## src/rtl/spi_adc_slave.sv

```systemverilog
// spi_adc_slave: SPI responder emulating a serial ADC, MSB-first on miso, one sample per cs_n frame.
// Define SPI_SLAVE_RXCAP_EN to add mosi capture (rx_data/rx_valid).
module spi_adc_slave #(
  parameter int DATA_W   = 12,
  parameter int SYNC_STG = 2
) (
  input  logic              clk,
  input  logic              rst_n,
  input  logic              sclk,
  input  logic              cs_n,
  input  logic              mosi,
  output logic              miso,
  output logic              miso_oe,
  input  logic [DATA_W-1:0] sample_data,
  input  logic              sample_valid,
  output logic              sample_ready,
  output logic              frame_done,
  output logic              frame_abort,
  output logic              underrun
`ifdef SPI_SLAVE_RXCAP_EN
  ,
  output logic [DATA_W-1:0] rx_data,
  output logic              rx_valid
`endif
);
  localparam int CW = $clog2(DATA_W + 1);
  typedef enum logic [1:0] {IDLE, SHIFT, TAIL} state_t;

  state_t              state_q, state_d;
  logic [SYNC_STG-1:0] sclk_sync_q, sclk_sync_d, cs_sync_q, cs_sync_d;
  logic                sclk_prev_q, sclk_prev_d, cs_q, cs_d;
  logic [DATA_W-1:0]   shift_q, shift_d, hold_q, hold_d, last_q, last_d;
  logic                hold_full_q, hold_full_d;
  logic [CW-1:0]       bit_cnt_q, bit_cnt_d;
  logic                done_q, done_d, abort_q, abort_d, underrun_q, underrun_d;
  logic                sclk_fall, cs_fall, cs_rise, load, start;

  // cs_n only changes state once every synchroniser stage agrees, so short glitches are dropped
  assign sclk_fall = sclk_prev_q & ~sclk_sync_q[SYNC_STG-1];
  assign cs_fall   = cs_q & ~|cs_sync_q;
  assign cs_rise   = ~cs_q & &cs_sync_q;
  assign load      = sample_valid & ~hold_full_q;
  assign start     = (state_q == IDLE) & cs_fall;

  always_comb begin
    sclk_sync_d = {sclk_sync_q[SYNC_STG-2:0], sclk};
    cs_sync_d   = {cs_sync_q[SYNC_STG-2:0], cs_n};
    sclk_prev_d = sclk_sync_q[SYNC_STG-1];
    cs_d        = cs_fall ? 1'b0 : cs_rise ? 1'b1 : cs_q;
    state_d     = state_q;
    shift_d     = shift_q;
    bit_cnt_d   = bit_cnt_q;
    hold_d      = load ? sample_data : hold_q;
    hold_full_d = hold_full_q | load;
    last_d      = last_q;
    done_d      = 1'b0;
    abort_d     = 1'b0;
    underrun_d  = 1'b0;
    if (state_q != IDLE && cs_rise) begin
      state_d = IDLE;
      done_d  = bit_cnt_q == CW'(DATA_W);
      abort_d = bit_cnt_q != CW'(DATA_W);
    end else if (start) begin
      state_d     = SHIFT;
      shift_d     = hold_full_q ? hold_q : last_q;
      last_d      = shift_d;
      underrun_d  = ~hold_full_q;
      hold_full_d = load;
      bit_cnt_d   = '0;
    end else if (state_q != IDLE && sclk_fall) begin
      shift_d   = shift_q << 1;
      bit_cnt_d = (bit_cnt_q == CW'(DATA_W)) ? bit_cnt_q : bit_cnt_q + CW'(1);
      state_d   = (bit_cnt_d == CW'(DATA_W)) ? TAIL : SHIFT;
    end
  end

  always_ff @(posedge clk or negedge rst_n) begin
    if (!rst_n) begin
      state_q     <= IDLE;
      sclk_sync_q <= '0;
      cs_sync_q   <= '1;
      sclk_prev_q <= 1'b0;
      cs_q        <= 1'b1;
      shift_q     <= '0;
      hold_q      <= '0;
      last_q      <= '0;
      hold_full_q <= 1'b0;
      bit_cnt_q   <= '0;
      done_q      <= 1'b0;
      abort_q     <= 1'b0;
      underrun_q  <= 1'b0;
    end else begin
      state_q     <= state_d;
      sclk_sync_q <= sclk_sync_d;
      cs_sync_q   <= cs_sync_d;
      sclk_prev_q <= sclk_prev_d;
      cs_q        <= cs_d;
      shift_q     <= shift_d;
      hold_q      <= hold_d;
      last_q      <= last_d;
      hold_full_q <= hold_full_d;
      bit_cnt_q   <= bit_cnt_d;
      done_q      <= done_d;
      abort_q     <= abort_d;
      underrun_q  <= underrun_d;
    end
  end

  assign miso         = (state_q == SHIFT) & shift_q[DATA_W-1];
  assign miso_oe      = state_q != IDLE;
  assign sample_ready = ~hold_full_q;
  assign frame_done   = done_q;
  assign frame_abort  = abort_q;
  assign underrun     = underrun_q;

`ifdef SPI_SLAVE_RXCAP_EN
  logic [SYNC_STG-1:0] mosi_sync_q, mosi_sync_d;
  logic [DATA_W-1:0]   rx_shift_q, rx_shift_d, rx_data_q, rx_data_d;
  logic                rx_valid_q, rx_valid_d, sclk_rise;

  // mosi shares the sclk pipeline depth, so it is aligned with the detected rise
  assign sclk_rise = ~sclk_prev_q & sclk_sync_q[SYNC_STG-1];

  always_comb begin
    mosi_sync_d = {mosi_sync_q[SYNC_STG-2:0], mosi};
    rx_shift_d  = start ? '0
                : (state_q == SHIFT && sclk_rise && !cs_rise) ? {rx_shift_q[DATA_W-2:0], mosi_sync_q[SYNC_STG-1]}
                : rx_shift_q;
    rx_valid_d  = done_d;
    rx_data_d   = done_d ? rx_shift_q : rx_data_q;
  end

  always_ff @(posedge clk or negedge rst_n) begin
    if (!rst_n) begin
      mosi_sync_q <= '0;
      rx_shift_q  <= '0;
      rx_data_q   <= '0;
      rx_valid_q  <= 1'b0;
    end else begin
      mosi_sync_q <= mosi_sync_d;
      rx_shift_q  <= rx_shift_d;
      rx_data_q   <= rx_data_d;
      rx_valid_q  <= rx_valid_d;
    end
  end

  assign rx_data  = rx_data_q;
  assign rx_valid = rx_valid_q;
`else
  logic unused_mosi;
  assign unused_mosi = mosi;
`endif
endmodule
```

## config.mk

```make
export PLATFORM = sky130hd
export DESIGN_NAME = spi_adc_slave
export DESIGN_NICKNAME = d
export VERILOG_FILES = /design/src/rtl/spi_adc_slave.sv
export SDC_FILE = /design/constraint.sdc
export NUM_CORES = 1
export LEC_CHECK = 0
export ABC_AREA = 1
export CELL_PAD_IN_SITES_DETAIL_PLACEMENT = 0
export CELL_PAD_IN_SITES_GLOBAL_PLACEMENT = 1
export CORE_ASPECT_RATIO = 0.75
export CORE_MARGIN = 1
export CORE_UTILIZATION = 25
export CTS_BUF_LIST = sky130_fd_sc_hd__clkbuf_4
export CTS_CLUSTER_DIAMETER = 120
export DETAILED_ROUTE_END_ITERATION = 6
export HOLD_SLACK_MARGIN = 0.03
export PLACE_DENSITY_LB_ADDON = 0.1
export SLEW_MARGIN = 20
export SYNTH_ARGS = -nofsm -noshare
export SYNTH_HDL_FRONTEND = slang
export SYNTH_SLANG_ARGS = --single-unit
export TNS_END_PERCENT = 1
```

## constraint.sdc

```tcl
create_clock -name clk -period 1.34 [get_ports clk]
set_input_delay 0.268 -clock clk [delete_from_list [all_inputs] [get_ports clk]]
set_output_delay 0.268 -clock clk [all_outputs]
set_load 0.1 [all_outputs]
```

==> impl_results.md <==
* Pre-CTS setup slack at -83.9 ps
* RSZ-0062 raised after global routing: true
* Slew headroom at 0.805
* Total CTS buffers at 5
* CP required at about 1100 ps
* Fmax at around 660 MHz
* Die Area at approximately 9400 µm²
* Sequential fraction of the synthesis area at 0.578
* HPWL after detailed placement at around 3.2 mm
* Number of fill cells at 862
* Drt initial violations at 66
* CTS tree: yes
* Nets@finish at approximately 300
* Hold violation count in the final report at 0
* DR vias/cell at between 4 and 5
* Outcome: complete, but fails checks
* WL final at about 4.5 mm
* Worst-path cell chain: buf_6 > nor2_4 > buf_12
* Dpl cell area at 2830 µm²
* MaxCap Viol Count at 0
* Number of global-route vias before repair at ~1,600
* Antenna cells at 0
* Sinks on Clock Net at 52
* Critical Path Start Type: register
* Mapped cell area at roughly 2300 µm²
* Flop-to-flop setup slack at -30 ps
* Critical Path Stages at 3
* Number of cell rows at 29
* Setup TNS at -392 ps
* Pre-antenna DRT Iters at 4
* Area growth syn-to-layout at 30.9%
* Mapped Cells at around 240
* Io pins at 24
* Average size of a mapped cell at 9.48 µm²
* Crit-path slowest cell: dfrtp_1
* Synth top area share at 0.544
* Non-Filler Instances at between 300 and 400
* Setup CP Type: register to output port
* Fin Clk Skew at roughly 17 ps
* Syn Nets at 258
* Fin. max-slew vios at 0
* Fin area at roughly 3000 µm²
* Worst slew pin tran at between 200 and 300 ps
* Worst setup path endpoint: miso
* Buffers on Ports at 22
* Family with the most delay on the worst path: flip-flops
* Final setup margin at -174 ps
* Total grt overflow at 0
* Layout cells sized above 1 at 0.300
* Pwr Density at about 1900 nW/µm²
* Largest stage delay, worst path at ~450 ps
* FF/Latch Area at between 1000 and 1500 µm²
* Worst reg2reg startpoint: cs_sync_q[0]$_DFF_PN1_
* Final core occ at 0.344
* Flops & latches, synth at 52
* Vias at 1,612
* Clk pin slew, worst setup/hold paths at 160 ps
* Arr. time, crit path at around 1300 ps
* Final setup violation count at 8
* Synth Flop Type: dfrtp_1
* Asr flop ratio synth at 1.00
* Routability Congestion at between 0.7 and 0.8
* Core ar. at ~8600 µm²
* Critical Path End Type: output port
* Area of the multi-input gates at between 800 and 900 µm²
* Largest net degree at the start of global routing at between 50 and 60
* LEAKAGE at ~1.4 nW
* Worst path bufs/invs at 2
* Top post-synthesis cells by area: dfrtp_1, nand2_1, mux2_2
* List of most frequent post-synthesis cells: nand2_1, dfrtp_1, o21ai_0
* Die Width at ~110 µm
* Die outline height at about 84 µm
* Clk_lat worst skew at 370 ps
* Root Driver: clkbuf_4
* Yosys Warn Count at 0
* Reg2Reg Capture Point: bit_cnt_q[2]$_DFFE_PN0P_
* Number of routed nets with antenna violations at 0
* Worst hold path class: input pin to register
* Post-synth top area cell: dfrtp_1
* Placed cell count at about 380
* H-Tree Depth at 2
* Minimum clock period at about 1500 ps
* Post-synth cell types at 23
* Crit-path max FO at 3
* CTS Buffer Depth at 2
* Critical path launch point: state_q[1]$_DFFE_PN0P_
* Starting Density at 0.262
* First-pass GRT wire length at 8.17 mm
* Post-synth EDFFs at 0
* VDD IR-drop max at around 0.68 mV
* Per-cell routed wire length at ~12 µm
* Final Cycle Share at 1.13
* Failing checks: negative setup slack
* DRC at 0
* Reg2reg path depth at 9
* Most common cell in the netlist: nand2_1
* GR Util All Layers at 0.110
* Antenna violations before repair at 0
-- per-layer routing --
layer	vias to the layer above	GRT usage	wire, µm
met5	-	0	0
met4	0	0.0369	48
met3	5	0.0303	160
met2	25	0.147	1800
met1	731	0.168	2520
li1	851	-	-
-- worst reg2reg max path, cell delays in order (launching register included) --
cell     delay (ps)
dfstp_2         590
nand2_2          70
nor2_2          100
nand2_2          90
inv_2            90
nor2_4           40
inv_2            60
buf_12          140
nand2_1          60
o21ai_1          70
-- cells by family (layout without fill, tap and decap cells) --
kind of cell,after synthesis,in the layout,synth area share
flops,52,52,0.578
mux,12,12,0.0599
compound gates,33,33,0.0754
fa+ha+maj,2,2,0.0111
buf+inv,36,81,0.0721
simple gates,103,103,0.203
-- state kept, by name, summed over array words and instances (netlist names) --
signal,count
cs_sync_q,2
frame_done,1
cs_q,1
frame_abort,1
sclk_sync_q,2
last_q,12
hold_q,12
bit_cnt_q,4
shift_q,12
underrun,1
hold_full_q,1
state_q,2
sclk_prev_q,1
-- layout by cell type, fill, tap and decap left out, drive strengths merged --
master         Yosys  final
a21oi              2      2
a31oi              1      1
buf                8     30
clkbuf             1      5
clkdlybuf4s50      0     15
clkinv             0      1
clkinvlp           0      2
dfrtp             49     49
dfstp              3      3
dlygate4sd3        0      1
ha                 2      2
inv               27     27
mux2              12     12
nand2             74     74
nand3             18     18
nand4              2      2
nor2               8      8
nor3               1      1
o21ai             30     30
-- report_power, final --
part	internal, W	switching (W)
clock	0.000199	0.000522
combinational	0.00114	0.00133
sequential	0.00213	0.000340
-- worst min-delay path by stage --
stage / from / end / slack (ps) / depth (start not counted)
6_report: cs_n / cs_sync_q[0]$_DFF_PN1_ / 280 / 1
5_1_grt: cs_n / cs_sync_q[0]$_DFF_PN1_ / 260 / 1
4_1_cts: cs_n / cs_sync_q[0]$_DFF_PN1_ / 260 / 1
3_5_place_dp: rst_n / frame_abort$_DFF_PN0_ / 290 / 2
3_3_place_gp: rst_n / frame_abort$_DFF_PN0_ / 290 / 2
2_1_floorplan: rst_n / bit_cnt_q[0]$_DFFE_PN0P_ / -30 / 0
-- final cells by class --
type,instances,share of cell area
inverters,27,0.0360
multi-input cells,150,0.281
well taps,108,0.0457
clock buffers,5,0.0127
clock inverters,3,0.00635
repair buffers,46,0.176
flip-flops and latches,52,0.442
-- timing repair --
item / in CTS / in global routing
gates resized for setup: 11 / 6
hold buffers: 1 / 0
pin swaps: 1 / 2
setup buffers: 0 / 1
endpoints found under the hold margin: 49 / 0
endpoints found under the setup margin: 30 / 33
-- per-stage QoR --
step	total power [W]	hold slack, ps
after CTS	0.00571	265
after global routing	0.00617	256
after floorplan	0.00399	-27.6
after detailed placement	0.00490	290
after global placement	0.00489	288
final	0.00566	282
Power figures use the tool's default switching activity.
